`config.mk`:
```
export PLATFORM = sky130hd
export DESIGN_NAME = pc_sequencer_flat
export DESIGN_NICKNAME = d
export VERILOG_FILES = /design/src/rtl/pc_sequencer_pkg.sv /design/src/rtl/pc_sequencer_if.sv /design/src/rtl/pc_target_adder.sv /design/src/rtl/pc_sequencer.sv /design/src/flat_wrapper.sv
export SDC_FILE = /design/constraint.sdc
export NUM_CORES = 1
export LEC_CHECK = 0
export BUFFER_PORTS_ARGS = -buffer_cell sky130_fd_sc_hd__clkbuf_2
export CAP_MARGIN = 0
export CORE_MARGIN = 5
export CORE_UTILIZATION = 40
export DETAILED_ROUTE_END_ITERATION = 16
export PLACE_DENSITY = 0.62
export SKIP_LAST_GASP = 1
export SLEW_MARGIN = 30
export SYNTH_ARGS = -nofsm -noshare
export SYNTH_HDL_FRONTEND = slang
export SYNTH_SLANG_ARGS = --single-unit
```
`constraint.sdc`:
```
create_clock -name CLK -period 5.6 [get_ports CLK]
set_input_delay 0 -clock CLK [delete_from_list [all_inputs] [get_ports CLK]]
set_output_delay 0 -clock CLK [all_outputs]
set_load 0.05 [all_outputs]
```
`src/rtl/pc_sequencer_pkg.sv`:
```
// Shared definitions for the PC sequencer: state encodings and PC arithmetic constants.
package pc_seq_defs;

    localparam int          PC_W   = 32;
    localparam logic [31:0] PC_INC = 32'd4;

    typedef enum logic [1:0] {
        S_BOOT  = 2'd0,
        S_RUN   = 2'd1,
        S_STALL = 2'd2
    } seq_state_e;

endpackage

```
`src/rtl/pc_sequencer_if.sv`:
```
// Control/status bundle between decode, ALU, data memory and the PC sequencer.
// BRANCH_NE exists only when PC_SEQ_BNE_EN is defined.
interface pc_sequencer_if;

    logic        BRANCH;
    logic        JUMP;
    logic        ZERO;
    logic [7:0]  OFFSET;
    logic        BUSYWAIT;
`ifdef PC_SEQ_BNE_EN
    logic        BRANCH_NE;
`endif
    logic [31:0] PC;
    logic        FLOW_TAKEN;
    logic        INSTR_VALID;
    logic        STALLED;
    logic [7:0]  REDIRECT_COUNT;

`ifdef PC_SEQ_BNE_EN
    modport master (
        output BRANCH, JUMP, ZERO, OFFSET, BUSYWAIT, BRANCH_NE,
        input  PC, FLOW_TAKEN, INSTR_VALID, STALLED, REDIRECT_COUNT
    );

    modport slave (
        input  BRANCH, JUMP, ZERO, OFFSET, BUSYWAIT, BRANCH_NE,
        output PC, FLOW_TAKEN, INSTR_VALID, STALLED, REDIRECT_COUNT
    );
`else
    modport master (
        output BRANCH, JUMP, ZERO, OFFSET, BUSYWAIT,
        input  PC, FLOW_TAKEN, INSTR_VALID, STALLED, REDIRECT_COUNT
    );

    modport slave (
        input  BRANCH, JUMP, ZERO, OFFSET, BUSYWAIT,
        output PC, FLOW_TAKEN, INSTR_VALID, STALLED, REDIRECT_COUNT
    );
`endif

endinterface

```
`src/rtl/pc_target_adder.sv`:
```
// Pure combinational next-PC candidates: PC+4 and PC+4+(sign-extended word offset << 2).
import pc_seq_defs::*;

module pc_target_adder (
    input  logic [31:0] pc,
    input  logic [7:0]  offset,
    output logic [31:0] pc_plus4,
    output logic [31:0] target
);

    logic [31:0] byte_offset_s;

    // Word offset to byte offset; arithmetic wraps modulo 2^32 by design.
    assign byte_offset_s = {{22{offset[7]}}, offset, 2'b00};
    assign pc_plus4      = pc + PC_INC;
    assign target        = pc_plus4 + byte_offset_s;

endmodule

```
`src/rtl/pc_sequencer.sv`:
```
// Program counter owner and BOOT/RUN/STALL sequencer for the 8-bit single-cycle CPU.
// Optional macro PC_SEQ_BNE_EN adds a branch-if-not-equal redirect condition.
import pc_seq_defs::*;

module pc_sequencer #(
    parameter int unsigned BOOT_CYCLES = 1,
    parameter logic [31:0] PC_RESET    = 32'd0
) (
    input  logic             CLK,
    input  logic             RESET,
    pc_sequencer_if.slave    bus
);

    localparam logic [3:0] BOOT_LAST = 4'(BOOT_CYCLES - 32'd1);

    seq_state_e  state_r;
    seq_state_e  next_state_s;
    logic [3:0]  boot_cnt_r;
    logic [3:0]  next_boot_cnt_s;
    logic [31:0] pc_r;
    logic [31:0] next_pc_s;
    logic [7:0]  redirect_cnt_r;
    logic [7:0]  next_redirect_cnt_s;
    logic        instr_valid_r;
    logic        stalled_r;
    logic        flow_raw_s;
    logic        flow_taken_s;
    logic        commit_s;
    logic [31:0] pc_plus4_s;
    logic [31:0] target_s;

    pc_target_adder u_target_adder (
        .pc       (pc_r),
        .offset   (bus.OFFSET),
        .pc_plus4 (pc_plus4_s),
        .target   (target_s)
    );

`ifdef PC_SEQ_BNE_EN
    assign flow_raw_s = bus.JUMP | (bus.BRANCH & bus.ZERO) | (bus.BRANCH_NE & ~bus.ZERO);
`else
    assign flow_raw_s = bus.JUMP | (bus.BRANCH & bus.ZERO);
`endif

    // Next-state, commit decision and next register values.
    always_comb begin
        next_state_s        = state_r;
        next_boot_cnt_s     = boot_cnt_r;
        flow_taken_s        = 1'b0;
        commit_s            = 1'b0;
        case (state_r)
            S_BOOT: begin
                next_boot_cnt_s = boot_cnt_r + 4'd1;
                if (boot_cnt_r >= BOOT_LAST) begin
                    next_state_s = S_RUN;
                end else begin
                    next_state_s = S_BOOT;
                end
            end
            S_RUN, S_STALL: begin
                flow_taken_s = flow_raw_s;
                if (bus.BUSYWAIT) begin
                    next_state_s = S_STALL;
                end else begin
                    commit_s     = 1'b1;
                    next_state_s = S_RUN;
                end
            end
            default: begin
                next_state_s = S_BOOT;
            end
        endcase

        if (commit_s) begin
            next_pc_s = flow_taken_s ? target_s : pc_plus4_s;
        end else begin
            next_pc_s = pc_r;
        end

        if (commit_s && flow_taken_s && (redirect_cnt_r != 8'hFF)) begin
            next_redirect_cnt_s = redirect_cnt_r + 8'd1;
        end else begin
            next_redirect_cnt_s = redirect_cnt_r;
        end
    end

    // State, PC, counters and registered status flags; reset discards any pending update.
    always_ff @(posedge CLK) begin
        if (RESET) begin
            state_r        <= S_BOOT;
            boot_cnt_r     <= 4'd0;
            pc_r           <= PC_RESET;
            redirect_cnt_r <= 8'd0;
            instr_valid_r  <= 1'b0;
            stalled_r      <= 1'b0;
        end else begin
            state_r        <= next_state_s;
            boot_cnt_r     <= next_boot_cnt_s;
            pc_r           <= next_pc_s;
            redirect_cnt_r <= next_redirect_cnt_s;
            instr_valid_r  <= (next_state_s == S_RUN);
            stalled_r      <= (next_state_s == S_STALL);
        end
    end

    assign bus.PC             = pc_r;
    assign bus.FLOW_TAKEN     = flow_taken_s;
    assign bus.INSTR_VALID    = instr_valid_r;
    assign bus.STALLED        = stalled_r;
    assign bus.REDIRECT_COUNT = redirect_cnt_r;

endmodule

```
`src/flat_wrapper.sv`:
```
// flat-port wrapper written by rule: the top's interface ports become plain ports
module pc_sequencer_flat 
#(
    parameter int unsigned BOOT_CYCLES = 1,
    parameter logic [31:0] PC_RESET    = 32'd0
)
  (CLK, RESET, bus_BRANCH, bus_JUMP, bus_ZERO, bus_OFFSET, bus_BUSYWAIT, bus_PC, bus_FLOW_TAKEN, bus_INSTR_VALID, bus_STALLED, bus_REDIRECT_COUNT);
  pc_sequencer_if bus_i ();
  input  logic CLK;
  input  logic RESET;
  input wire logic [$bits(bus_i.BRANCH)-1:0] bus_BRANCH;
  input wire logic [$bits(bus_i.JUMP)-1:0] bus_JUMP;
  input wire logic [$bits(bus_i.ZERO)-1:0] bus_ZERO;
  input wire logic [$bits(bus_i.OFFSET)-1:0] bus_OFFSET;
  input wire logic [$bits(bus_i.BUSYWAIT)-1:0] bus_BUSYWAIT;
  output wire logic [$bits(bus_i.PC)-1:0] bus_PC;
  output wire logic [$bits(bus_i.FLOW_TAKEN)-1:0] bus_FLOW_TAKEN;
  output wire logic [$bits(bus_i.INSTR_VALID)-1:0] bus_INSTR_VALID;
  output wire logic [$bits(bus_i.STALLED)-1:0] bus_STALLED;
  output wire logic [$bits(bus_i.REDIRECT_COUNT)-1:0] bus_REDIRECT_COUNT;
  assign bus_i.BRANCH = bus_BRANCH;
  assign bus_i.JUMP = bus_JUMP;
  assign bus_i.ZERO = bus_ZERO;
  assign bus_i.OFFSET = bus_OFFSET;
  assign bus_i.BUSYWAIT = bus_BUSYWAIT;
  assign bus_PC = bus_i.PC;
  assign bus_FLOW_TAKEN = bus_i.FLOW_TAKEN;
  assign bus_INSTR_VALID = bus_i.INSTR_VALID;
  assign bus_STALLED = bus_i.STALLED;
  assign bus_REDIRECT_COUNT = bus_i.REDIRECT_COUNT;
  pc_sequencer #(.BOOT_CYCLES(BOOT_CYCLES), .PC_RESET(PC_RESET)) u_core (.CLK(CLK), .RESET(RESET), .bus(bus_i));
endmodule
```
* Word level (Yosys, flattened, before mapping) *
Index checks and enable logic that the tools add are counted.

word-level totals
  register bits after elaboration = 48
  output and inout bits = 43
  word-level logic and storage cells = 29

operators by class
  add/subtract/negate cells = 4
  magnitude comparators = 1
  eq/ne operators = 5
  multiplexer cells = 7
  bitwise logic cells = 2
  reduce and logical (&&, ||, !) cells = 4

operator list
  operator                                                            number
  adder 32 x 3 -> 32 bit (second input constant)                      1
  adder 32 bit                                                        1
  2-to-1 mux 32 bit                                                   1
  adder 8 x 1 -> 8 bit (second input constant)                        1
  != test 8 bit (second input constant)                               1
  adder 4 x 1 -> 4 bit (second input constant)                        1
  == test 2 x 1 -> 1 bit (second input constant)                      2
  == test 2 bit (second input constant)                               2
  greater-or-equal comparator 4 x 1 -> 1 bit (second input constant)  1
  2-to-1 mux 1 bit                                                    4
  one-hot mux 2 bit (2 select lines)                                  1
  logical AND 1 bit                                                   2
  zero test 2 bit                                                     1
  2-to-1 mux 2 bit                                                    1
  OR reduction 2 bit                                                  1
  AND 1 bit                                                           1
  OR 1 bit                                                            1

* Longest topological paths before layout *
Gate-level depths: netlist of the first run.

  depth in word-level cells = 5
  mapped depth = 16

* By module *
A second synthesis of the first run with hierarchy kept.

second synthesis, totals
  cell total of the unflattened synthesis = 496
  area, all modules = 4,005.1 µm²

modules (own cells, without submodules)
  module           instances  cells each  area each (µm²)  sequential area each (µm²)
  pc_target_adder  1          286         2,025.7          0.0
  pc_sequencer     1          210         1,979.4          880.8

* Worst setup path after synthesis of the first run *
OpenSTA, ideal clock, no wires.

  path kind = reg2reg
  start = register u_core.pc_r[8] (netlist: u_core.bus.PC[8])
  end = register u_core.pc_r[31] (netlist: u_core.bus.PC[31])
  setup time = 0.137 ns
  arrival time = 3.853 ns
  required time = 5.463 ns
  slack = 1.610 ns
  stages on the path, launching flop included = 17
  buffers on the path = 1
  period minus slack after synthesis = 3.990 ns
  cell sequence = dfxtp_1 clkbuf_2 nand4_1 nor2_1 nand4_1 or3_1 xnor2_1 ha_1 a21oi_1 o21ai_0 a211oi_1 o21ai_0 a41oi_2 o21ai_2 xnor2_1 o21bai_1 o2111ai_1

on the way
  cells in the longest elaborated chain, start to end = 3

ends and longest elaborated chain
  what                        RTL line               RTL
  start, declared             pc_sequencer.sv:20     logic [31:0] pc_r;
  start signal, assigned      pc_sequencer.sv:99     pc_r <= next_pc_s;
  adder 32 x 3 -> 32 bit (*)  pc_target_adder.sv:15  assign pc_plus4 = pc + PC_INC;
  adder 32 bit                pc_target_adder.sv:16  assign target = pc_plus4 + byte_offset_s;
  2-to-1 mux 32 bit (*)       pc_sequencer.sv:75     next_pc_s = flow_taken_s ? target_s : pc_plus4_s;

Every way passes the cells marked *; elsewhere a longest branch is shown, timed or not.
A chain may end at the register's enable or synchronous reset.

* Worst setup path in the final report of the first run *
  start = register u_core.pc_r[2] (netlist: u_core.bus.PC[2])
  end = register u_core.pc_r[31] (netlist: u_core.bus.PC[31])

The elaborated chain is that of the path after synthesis.

==> flow_summary_export.csv, run 1 <==
group,metric,value,unit
detailed_routing,ant_nets,0,
sta,finalHoldViolations,0,
sta,finalSetupTns,0,ns
sta,worst_pin_slew,0.976,ns
grt,grt_pass1_wl,21400,um
clock_network,insertion_delay,0.33,ns
yosys,synth_edf_count,0,
sta,finalCritPeriodShare,75.3,%
final_layout,stdcell_count,766,
clock_network,htreeDepth,2,
detailed_routing,vias_per_cell,5.80,
final_layout,num_antenna_cells,0,
final_layout,layout-drive-gt1-share,14.5,%
sta,skew,0.0142,ns
sta,rsz0062_at_grt,"no",
clock_network,cts_resized,0,
yosys,ys_ff_latch,42,
yosys,synthSimpleGateAreaFrac,25.1,%
clock_network,numClockSinks,42,
critical_path,path_class,"register to register",
yosys,synth.top_cell.area_share,19.1,%
sta,fmax,0.237,GHz
critical_path,cp_slowest_stage_delay,0.54,ns
floorplanning,io_pins,57,
final_layout,nets,680,
critical_path,cp-start-kind,"register",
detailed_routing,first_pass_iters,5,
yosys,synthTopCellsByArea,"dfxtp_1, ha_1, a21oi_1",
critical_path,endpoint_kind,"register",
detailed_routing,drt_wl_total,13100,um
yosys,synth_mux_area_share,0.909,%
floorplanning,die_y,115,um
sta,period_minus_slack,4.22,ns
pwr,p_leak,2.05,nW
sta,slew_viol_final,0,
flow_run,cap_violations,0,
grt,grt_antenna_before_repair,0,
floorplanning,initial_core_util,40.8,%
placed_design,port_buffers,54,
placed_design,place_inst,757,
sta,finalSetupViolations,0,
final_layout,layout_common_cells,"nand2_1, a21oi_1, clkbuf_2",
yosys,syn-mean-instance-area,7.46,sq um
yosys,synth_cell_types,70,
placed_design,place_congestion,0.888,
yosys,synth_top_family_by_area,"compound AO/OA/AOI/OAI gates",
yosys,synth-adder-area-share,11.8,%
grt,first_global_vias,4227,
outcome,status,"completed",
sta,slew_headroom,34.7,%
detailed_routing,wl_per_cell,17.1,um
floorplanning,dieArea,13200,sq um
grt,grt_max_degree,41,
clock_network,cts_tree,"done",
critical_path,worstPathCellList,"ha_1, nand2_1, nor2_1, nand4_1, or3_1, xnor2_1, ha_1, a21oi_1, o21ai_0, a211oi_1, o21ai_0, a41oi_2, o21ai_2, xnor2_1, o21bai_1, o2111ai_1",
yosys,yosysSeqAreaShare,19.1,%
yosys,synth_ff_type,"dfxtp_1",
yosys,netlist_instances,590,
clock_network,cts_buffer_depth,2,
pwr,p_per_area,219,nW/um^2
critical_path,required,5.81,ns
floorplanning,core_region_area,10800,sq um
clock_network,numCtsBuffers,5,
pwr,vdd.ir_drop.worst,0.120,mV
clock_network,cts-root-buf,"clkbuf_8",
yosys,synth-xor-area-share,10.1,%
final_layout,mostFrequentLayoutCell,"nand2_1",
final_layout,syn2layout_area_growth,9.12,%
grt,track_usage,19.9,%
yosys,async_flop_share,0,%
yosys,synth_warnings,0,
detailed_routing,drc,0,
clock_network,clkTransAtPathRegs,0.11,ns
clock_network,post_cts_buffers,0,
min_path,min_path_type,"input port to register",
floorplanning,rows,38,
critical_path,crit_slowest_cell,"dfxtp_1",
detailed_routing,drt_iter0_drc,315,
grt,grt.overflow.total,0,
yosys,yosys.area.top_type,"dfxtp_1",
yosys,synth_area,4400,sq um
yosys,synth_compound_area_share,27.6,%
critical_path,crit_arrival,4.43,ns
floorplanning,die_width,115,um
detailed_routing,num_vias,4441,
placed_design,dp_hpwl,9630,um
critical_path,cp_max_fo,9,
-- registers in the layout, summed over array words and instances, names as in the netlist --
signal,flops
u_core.bus.STALLED,1
u_core.bus.REDIRECT_COUNT,8
u_core.bus.INSTR_VALID,1
u_core.bus.PC,30
u_core.state_r,2
-- stage by stage --
stage / total power, W / area, sq um / hold WS [ns] / utilization (%) / setup slack, ns
floorplan: 0.000718 / 4410 / 0.150 / - / 1.61
global placement: 0.000816 / 4700 / 0.286 / 43.5 / 1.60
detailed placement: 0.000822 / 4700 / 0.287 / 43.5 / 1.47
CTS: 0.00106 / 4800 / 0.102 / 44.5 / 1.43
global route: 0.00112 / 4800 / 0.159 / 44.5 / 0.944
finish: 0.00105 / 4800 / 0.111 / 44.5 / 1.38
-- Yosys cell counts (5+ instances only) --
cell	n
a211oi_1	9
a21o_1	17
a21oi_1	56
a311oi_1	5
a31oi_1	7
and3_1	12
buf_4	9
clkbuf_1	11
dfxtp_1	42
ha_1	40
inv_1	11
nand2_1	66
nand2b_1	7
nand3_1	22
nand4_1	15
nor2_1	53
nor2b_1	7
nor3_1	18
o21ai_0	42
xnor2_1	30
xor2_1	21
-- worst paths after layout --
kind,from,endpoint,slack (ns),cells past startpoint
min,bus_OFFSET[0],u_core.bus.PC[2],0.11,4
min reg2reg,u_core.bus.REDIRECT_COUNT[5],u_core.bus.REDIRECT_COUNT[5],0.52,2
max,u_core.bus.PC[2],u_core.bus.PC[31],1.38,16
max reg2reg,u_core.bus.PC[2],u_core.bus.PC[31],1.38,16
-- critical path, delay by kind of cell, from the launching register on --
| family | cells | cell delay, ns |
|---|---|---|
| XOR/XNOR | 2 | 0.32 |
| AO/OA/AOI/OAI | 8 | 1.56 |
| flip-flops | 1 | 0.54 |
| AND/OR/NAND/NOR | 4 | 0.98 |
| adder cells (fa/ha/maj) | 2 | 0.71 |
-- final cells by class --
type | instances | area (sq um)
clock buffer | 5 | 68.8
clock inverter | 3 | 28.8
fill | 1104 | 5990
inverter | 11 | 41.3
multi-input combinational | 506 | 3340
sequential | 42 | 841
tap | 140 | 175
timing repair buffer | 59 | 310
-- logic make-up (layout without fill, tap and decap cells) --
kind of cell | count (synthesis) | in the layout
buffers and inverters | 43 | 78
AND/OR/NAND/NOR | 223 | 223
XOR/XNOR | 51 | 51
other | 1 | 2
AO/OA/AOI/OAI | 185 | 185
flip-flops | 42 | 42
adder cells (fa/ha/maj) | 41 | 41
multiplexers | 4 | 4
-- timing repair --
| action | in CTS | in global routing |
|---|---|---|
| endpoints found under the setup margin | 0 | 0 |
| hold buffers | 1 | 0 |
| endpoints found under the hold margin | 1 | 0 |
-- routing by layer --
layer  track usage [%]  up-vias  part of all wire (%)
li1                  -     2215                     -
met5                 0        -                     0
met4              6.81        0                   2.8
met2              32.4      144                    46
met3              3.79       25                   6.2
met1              26.5     2057                    45
-- where the power goes --
part	internal, W	switching [W]
sequential	0.000321	0.0000325
combinational	0.000150	0.000318
clock	0.0000936	0.000139
Note: power is estimated with default switching activity, not from simulation.
==> run 2, diff against run 1 <==
--- a/config.mk
+++ b/config.mk
@@ -5,12 +5,13 @@
 export SDC_FILE = /design/constraint.sdc
 export NUM_CORES = 1
 export LEC_CHECK = 0
+export ABC_AREA = 1
 export BUFFER_PORTS_ARGS = -buffer_cell sky130_fd_sc_hd__clkbuf_2
 export CAP_MARGIN = 0
 export CORE_MARGIN = 5
 export CORE_UTILIZATION = 40
 export DETAILED_ROUTE_END_ITERATION = 16
-export PLACE_DENSITY = 0.62
+export PLACE_DENSITY = 0.61
 export SKIP_LAST_GASP = 1
 export SLEW_MARGIN = 30
 export SYNTH_ARGS = -nofsm -noshare
==> constraint.sdc (replaced) <==
create_clock -name CLK -period 4.25 [get_ports CLK]
set_input_delay 0 -clock CLK [delete_from_list [all_inputs] [get_ports CLK]]
set_output_delay 0 -clock CLK [all_outputs]
set_load 0.05 [all_outputs]
==> run 2 against run 1 <==
- clock power rose by 75%
- cell area increased by 17%
- sequential cell count is the same
- critical path depth grew 1
- worst setup slack lost 0.43 ns
- sequential share of layout area is 2.6 points lower
- core utilization rose by 0.56 points
- die area increased by 14%
- highest routed layer unchanged
==> flow_summary_export.csv, run 2 <==
group,metric,value,unit
final_layout,final-seq-area,841,sq um
sta,skew,0.00632,ns
sta,fin_ws,0.956,ns
floorplanning,die_y,123,um
critical_path,required,4.47,ns
final_layout,mostFrequentLayoutCell,"nand2_1",
yosys,synth_area,5060,sq um
sta,fmax,0.304,GHz
sta,finalSetupViolations,0,
yosys,syn-mean-instance-area,5.58,sq um
pwr,power.total,0.00159,W
final_layout,fillCellCount,1418,
flow_run,cap_violations,0,
yosys,synth_warnings,0,
clock_network,clkTransAtPathRegs,0.07,ns
placed_design,port_buffers,54,
final_layout,final_util,45.1,%
clock_network,numClockSinks,42,
yosys,ys_ff_latch,42,
pwr,internal_power,0.000850,W
critical_path,cp-start-kind,"register",
yosys,synth_edf_count,0,
placed_design,place_congestion,0.966,
pwr,seqPwrFrac,30.0,%
sta,slew_headroom,48.9,%
yosys,async_flop_share,0,%
pwr,netSwitchingPower,0.000744,W
grt,grt.overflow.total,0,
yosys,synthTopCellsByArea,"nand2_1, dfxtp_1, inv_1",
clock_network,cts_buffer_depth,2,
floorplanning,rows,41,
detailed_routing,vias_per_cell,5.03,
grt,grt_max_degree,34,
yosys,synth_commonest_cells,"nand2_1, inv_1, nor2_1",
floorplanning,io_pins,57,
detailed_routing,drt_wl_total,16600,um
detailed_routing,first_pass_iters,5,
final_layout,nets,1008,
sta,period_minus_slack,3.29,ns
final_layout,largest_reg_flops,30,
clock_network,cts_resized,0,
detailed_routing,drc,0,
grt,first_global_vias,5382,
clock_network,cts_tree,"done",
critical_path,path_class,"register to register",
final_layout,layout_common_cells,"nand2_1, inv_1, nor2_1",
yosys,yosys.area.top_type,"nand2_1",
detailed_routing,ant_nets,0,
grt,track_usage,22.7,%
min_path,min_path_type,"input port to register",
clock_network,numCtsBuffers,5,
yosys,synth.most_common_cell,"nand2_1",
pwr,p_leak,3.01,nW
floorplanning,initial_core_util,40.5,%
clock_network,hold_buffers,0,
grt,grt_antenna_before_repair,0,
yosys,yosysSeqAreaShare,16.6,%
yosys,synth_cell_types,40,
sta,finalCritPeriodShare,77.5,%
critical_path,cp_max_fo,6,
floorplanning,core_region_area,12500,sq um
sta,finalSetupTns,0,ns
yosys,synth_ff_type,"dfxtp_1",
sta,worst_pin_slew,0.767,ns
final_layout,multi_input_area,3560,sq um
yosys,netlist_instances,907,
clock_network,htreeDepth,2,
sta,slew_viol_final,0,
outcome,status,"completed",
detailed_routing,num_vias,5664,
detailed_routing,drt_iter0_drc,454,
floorplanning,die_width,123,um
sta,finalHoldViolations,0,
pwr,p_per_area,282,nW/um^2
placed_design,pre_cts_ws,1.06,ns
final_layout,syn2layout_area_growth,11.4,%
critical_path,endpoint_kind,"register",
pwr,combinationalPowerShare,44.5,%
critical_path,crit_arrival,3.52,ns
sta,rsz0062_at_grt,"no",
clock_network,insertion_delay,0.29,ns
floorplanning,dieArea,15000,sq um
final_layout,num_antenna_cells,0,
placed_design,dp_hpwl,13200,um
detailed_routing,wl_per_cell,14.7,um
clock_network,cts-root-buf,"clkbuf_16",
pwr,vdd.ir_drop.worst,0.178,mV
pwr,p_clk_share,25.5,%
final_layout,layout-drive-gt1-share,10.7,%
pwr,switching_share,46.7,%
grt,grt_pass1_wl,27100,um
yosys,synth.top_cell.area_share,23.1,%
clock_network,post_cts_buffers,0,
==> run 2: cell count changes after synthesis, moves of 10 or more <==
cell and delta:
xnor2_1 -17, o21ai_0 -14, inv_1 +139, nor2_1 +28, and3_1 -10, nand2_1 +246
a21o_1 -13, nand3_1 +47
==> run 2: worst max-delay path, cell delays in order (launching register included) <==
cell     delay, ns
dfxtp_1       0.48
ha_1          0.24
inv_1         0.09
nor2_2        0.17
nand2_1       0.19
nor2_1        0.22
nand4_1       0.12
nand2_1       0.14
inv_1         0.07
ha_1          0.37
nand2_1       0.10
nor2_1        0.17
nand2_1       0.12
nor3_1        0.17
nand2_1       0.15
nand3_1       0.11
nand3_1       0.15
a21oi_1       0.17
==> run 2: cells by family (layout without fill, tap and decap cells) <==
group | Yosys count | count (layout) | share of synthesized area, %
DFF | 42 | 42 | 16.6
xor gates and xnor gates | 28 | 28 | 5.14
buffers and inverters | 175 | 221 | 13.2
adders and majority gates | 41 | 41 | 10.3
AOI/OAI and AO/OA | 107 | 107 | 11.6
and+or+nand+nor | 513 | 513 | 43.1
other | 1 | 2 | 0.0741
==> run 2: through the flow <==
step	instance area, sq um	hold WS, ns	std cells
5_1_grt	5640	0.0581	1126
2_1_floorplan	5070	0.164	908
3_3_place_gp	5490	0.328	1118
6_report	5640	0.0189	1126
3_5_place_dp	5490	0.322	1118
4_1_cts	5640	0.0122	1126
==> run 2: per-layer routing <==
| layer | global-route usage [%] | up-vias | part of all wire [%] |
|---|---|---|---|
| li1 | - | 2929 | - |
| met1 | 30.9 | 2548 | 47 |
| met2 | 36.5 | 157 | 44 |
| met3 | 3.64 | 30 | 5.7 |
| met4 | 7.77 | 0 | 3.4 |
| met5 | 0 | - | 0 |
==> run 2: area by class of cell <==
| class | count | area share [%] |
|---|---|---|
| clock buffer | 5 | 2.22 |
| clock inverter | 3 | 0.444 |
| inverter | 157 | 10.5 |
| multi-input combinational | 691 | 63.1 |
| sequential | 42 | 14.9 |
| tap | 172 | 3.81 |
| timing repair buffer | 56 | 5.06 |
==> run 2: final timing paths <==
kind                                                   start                      endpoint  cells after the start  slack (ns)
worst min-delay path                            bus_BUSYWAIT             u_core.state_r[1]                      3        0.02
worst max-delay path                        u_core.bus.PC[2]             u_core.bus.PC[30]                     17        0.96
worst max register to register              u_core.bus.PC[2]             u_core.bus.PC[30]                     17        0.96
worst min register to register  u_core.bus.REDIRECT_COUNT[3]  u_core.bus.REDIRECT_COUNT[3]                      2        0.50
==> run 2: power groups by stage <==
stage / clock, W / combinational [W] / sequential [W]
after floorplan: 0 / 0.000424 / 0.000578
after global placement: 0 / 0.000706 / 0.000485
after detailed placement: 0 / 0.000704 / 0.000486
after CTS: 0.000411 / 0.000709 / 0.000477
after global routing: 0.000427 / 0.000791 / 0.000483
final: 0.000406 / 0.000709 / 0.000479
==> run 3, diff against run 2 <==
--- a/config.mk
+++ b/config.mk
@@ -5,13 +5,13 @@
 export SDC_FILE = /design/constraint.sdc
 export NUM_CORES = 1
 export LEC_CHECK = 0
-export ABC_AREA = 1
+export ABC_AREA = 0
 export BUFFER_PORTS_ARGS = -buffer_cell sky130_fd_sc_hd__clkbuf_2
 export CAP_MARGIN = 0
 export CORE_MARGIN = 5
 export CORE_UTILIZATION = 40
 export DETAILED_ROUTE_END_ITERATION = 16
-export PLACE_DENSITY = 0.61
+export PLACE_DENSITY = 0.62
 export SKIP_LAST_GASP = 1
 export SLEW_MARGIN = 30
 export SYNTH_ARGS = -nofsm -noshare
==> constraint.sdc (replaced) <==
create_clock -name CLK -period 3.1 [get_ports CLK]
set_input_delay 0 -clock CLK [delete_from_list [all_inputs] [get_ports CLK]]
set_output_delay 0 -clock CLK [all_outputs]
set_load 0.05 [all_outputs]
==> run 3 against run 2 <==
- the run now ends with setup timing left
- sequential share of layout area fell by 1.9 points
- register-to-register slack got worse by 1.3 ns
- critical endpoint is now u_core.bus.PC[27]
- clock-buffer cell count rose by 1
- via count fell by 5.3%
- hold slack improved by 0.11 ns
- maximum frequency fell by 3.5%
- cell area rose by 21%
- largest power group unchanged
- largest cell class unchanged
==> flow_summary_export.csv, run 3 (synthesis gave the netlist of run 1 again) <==
group,metric,value,unit
outcome,status,"finished, violations left",
outcome,violations,"setup timing",
grt,grt_max_degree,40,
pwr,power.total,0.00237,W
final_layout,nets,831,
sta,worst_pin_slew,0.605,ns
detailed_routing,vias_per_cell,5.85,
pwr,p_leak,3.12,nW
detailed_routing,first_pass_iters,5,
critical_path,path_class,"register to register",
floorplanning,die_y,115,um
sta,finalCritPeriodShare,110,%
grt,first_global_vias,5119,
sta,period_minus_slack,3.41,ns
placed_design,dp_hpwl,11700,um
critical_path,crit_arrival,3.64,ns
final_layout,layout_common_cells,"buf_4, nand2_1, clkbuf_2",
floorplanning,die_width,115,um
clock_network,htreeDepth,2,
final_layout,largest_reg_flops,30,
placed_design,place_congestion,0.943,
floorplanning,core_region_area,10800,sq um
sta,finalHoldViolations,0,
min_path,min_path_type,"input port to register",
clock_network,cts_buffer_depth,2,
clock_network,insertion_delay,0.32,ns
floorplanning,rows,38,
clock_network,numCtsBuffers,5,
pwr,p_per_area,346,nW/um^2
sta,skew,0.0152,ns
grt,grt_pass1_wl,25700,um
sta,fmax,0.293,GHz
clock_network,cts-root-buf,"clkbuf_8",
clock_network,numClockSinks,42,
detailed_routing,num_vias,5363,
sta,rsz0062_at_grt,"yes",
pwr,vdd.ir_drop.worst,0.306,mV
floorplanning,initial_core_util,40.8,%
detailed_routing,drc,0,
grt,grt_antenna_before_repair,0,
critical_path,r2r_cells,14,
critical_path,cp-start-kind,"register",
min_path,holdPathStages,4,
final_layout,mostFrequentLayoutCell,"buf_4",
final_layout,final_util,63.4,%
clock_network,cts_tree,"done",
grt,track_usage,24.0,%
final_layout,num_antenna_cells,0,
sta,finalSetupTns,-1.72,ns
detailed_routing,wl_per_cell,18.2,um
clock_network,clkTransAtPathRegs,0.11,ns
critical_path,endpoint_kind,"register",
critical_path,required,3.32,ns
detailed_routing,ant_nets,0,
sta,finalSetupViolations,11,
critical_path,cp_max_fo,4,
floorplanning,dieArea,13200,sq um
grt,grt.overflow.total,0,
sta,fin_ws,-0.313,ns
final_layout,layout-drive-gt1-share,46.2,%
sta,slew_headroom,59.7,%
placed_design,port_buffers,54,
sta,slew_viol_final,0,
final_layout,syn2layout_area_growth,55.4,%
detailed_routing,drt_wl_total,16700,um
detailed_routing,drt_iter0_drc,443,
floorplanning,io_pins,57,
flow_run,cap_violations,0,
## run 3: cell type report
type,count,area (sq um)
well taps,140,175
fillers,843,3950
repair buffers,210,1490
multi-input cells,506,4140
clock buffers,6,72.6
clock inverters,2,36.3
inverters,11,41.3
flip-flops and latches,42,888
## run 3: repair_timing
| item | CTS | global route |
|---|---|---|
| endpoints found under the hold margin | 1 | 0 |
| pin swaps | 44 | 53 |
| resized for setup | 58 | 95 |
| endpoints found under the setup margin | 13 | 20 |
| buffers inserted | 20 | 17 |
| hold buffers | 1 | 0 |
## run 3: critical path, stage by stage, from the launching register on
cell and delay, ns:
dfxtp_4 0.35, and4_4 0.30, buf_6 0.11, nor2b_4 0.14, nand2_2 0.08, xnor2_2 0.16
ha_4 0.33, o21a_1 0.18, nor2_1 0.08, or4_4 0.55, o211ai_2 0.19, a41oi_2 0.17
buf_4 0.18, xor2_2 0.15, a2111oi_4 0.35
## run 3: power by group
part | switching, W | internal [W]
registers | 0.0000372 | 0.000581
logic | 0.000762 | 0.000509
clock network | 0.000237 | 0.000242
## run 3: worst paths after layout
path / end / from / slack, ns
max: u_core.bus.PC[27] / u_core.bus.PC[7] / -0.31
min: u_core.bus.PC[2] / bus_OFFSET[0] / 0.13
max reg2reg: u_core.bus.PC[27] / u_core.bus.PC[7] / -0.31
min reg2reg: u_core.bus.REDIRECT_COUNT[5] / u_core.bus.REDIRECT_COUNT[5] / 0.54
## run 3: routing by layer
metal | up-vias | part of all wire (%) | GRT usage (%) | wire length (um)
li1 | 2532 | - | - | -
met1 | 2593 | 43 | 32.6 | 7120
met2 | 205 | 48 | 39.1 | 7970
met3 | 33 | 7.5 | 4.11 | 1250
met4 | 0 | 2.1 | 6.81 | 357
met5 | - | 0 | 0 | 0
## run 3: through the flow
| step | cell area (sq um) | setup slack, ns | std cells | hold slack, ns |
|---|---|---|---|---|
| 6_report | 6840 | -0.313 | 917 | 0.126 |
| 2_1_floorplan | 4540 | -0.372 | 591 | 0.150 |
| 3_5_place_dp | 5730 | -0.340 | 878 | 0.289 |
| 3_3_place_gp | 5730 | -0.361 | 878 | 0.281 |
| 4_1_cts | 6240 | -0.292 | 907 | 0.118 |
| 5_1_grt | 6840 | -0.483 | 917 | 0.148 |
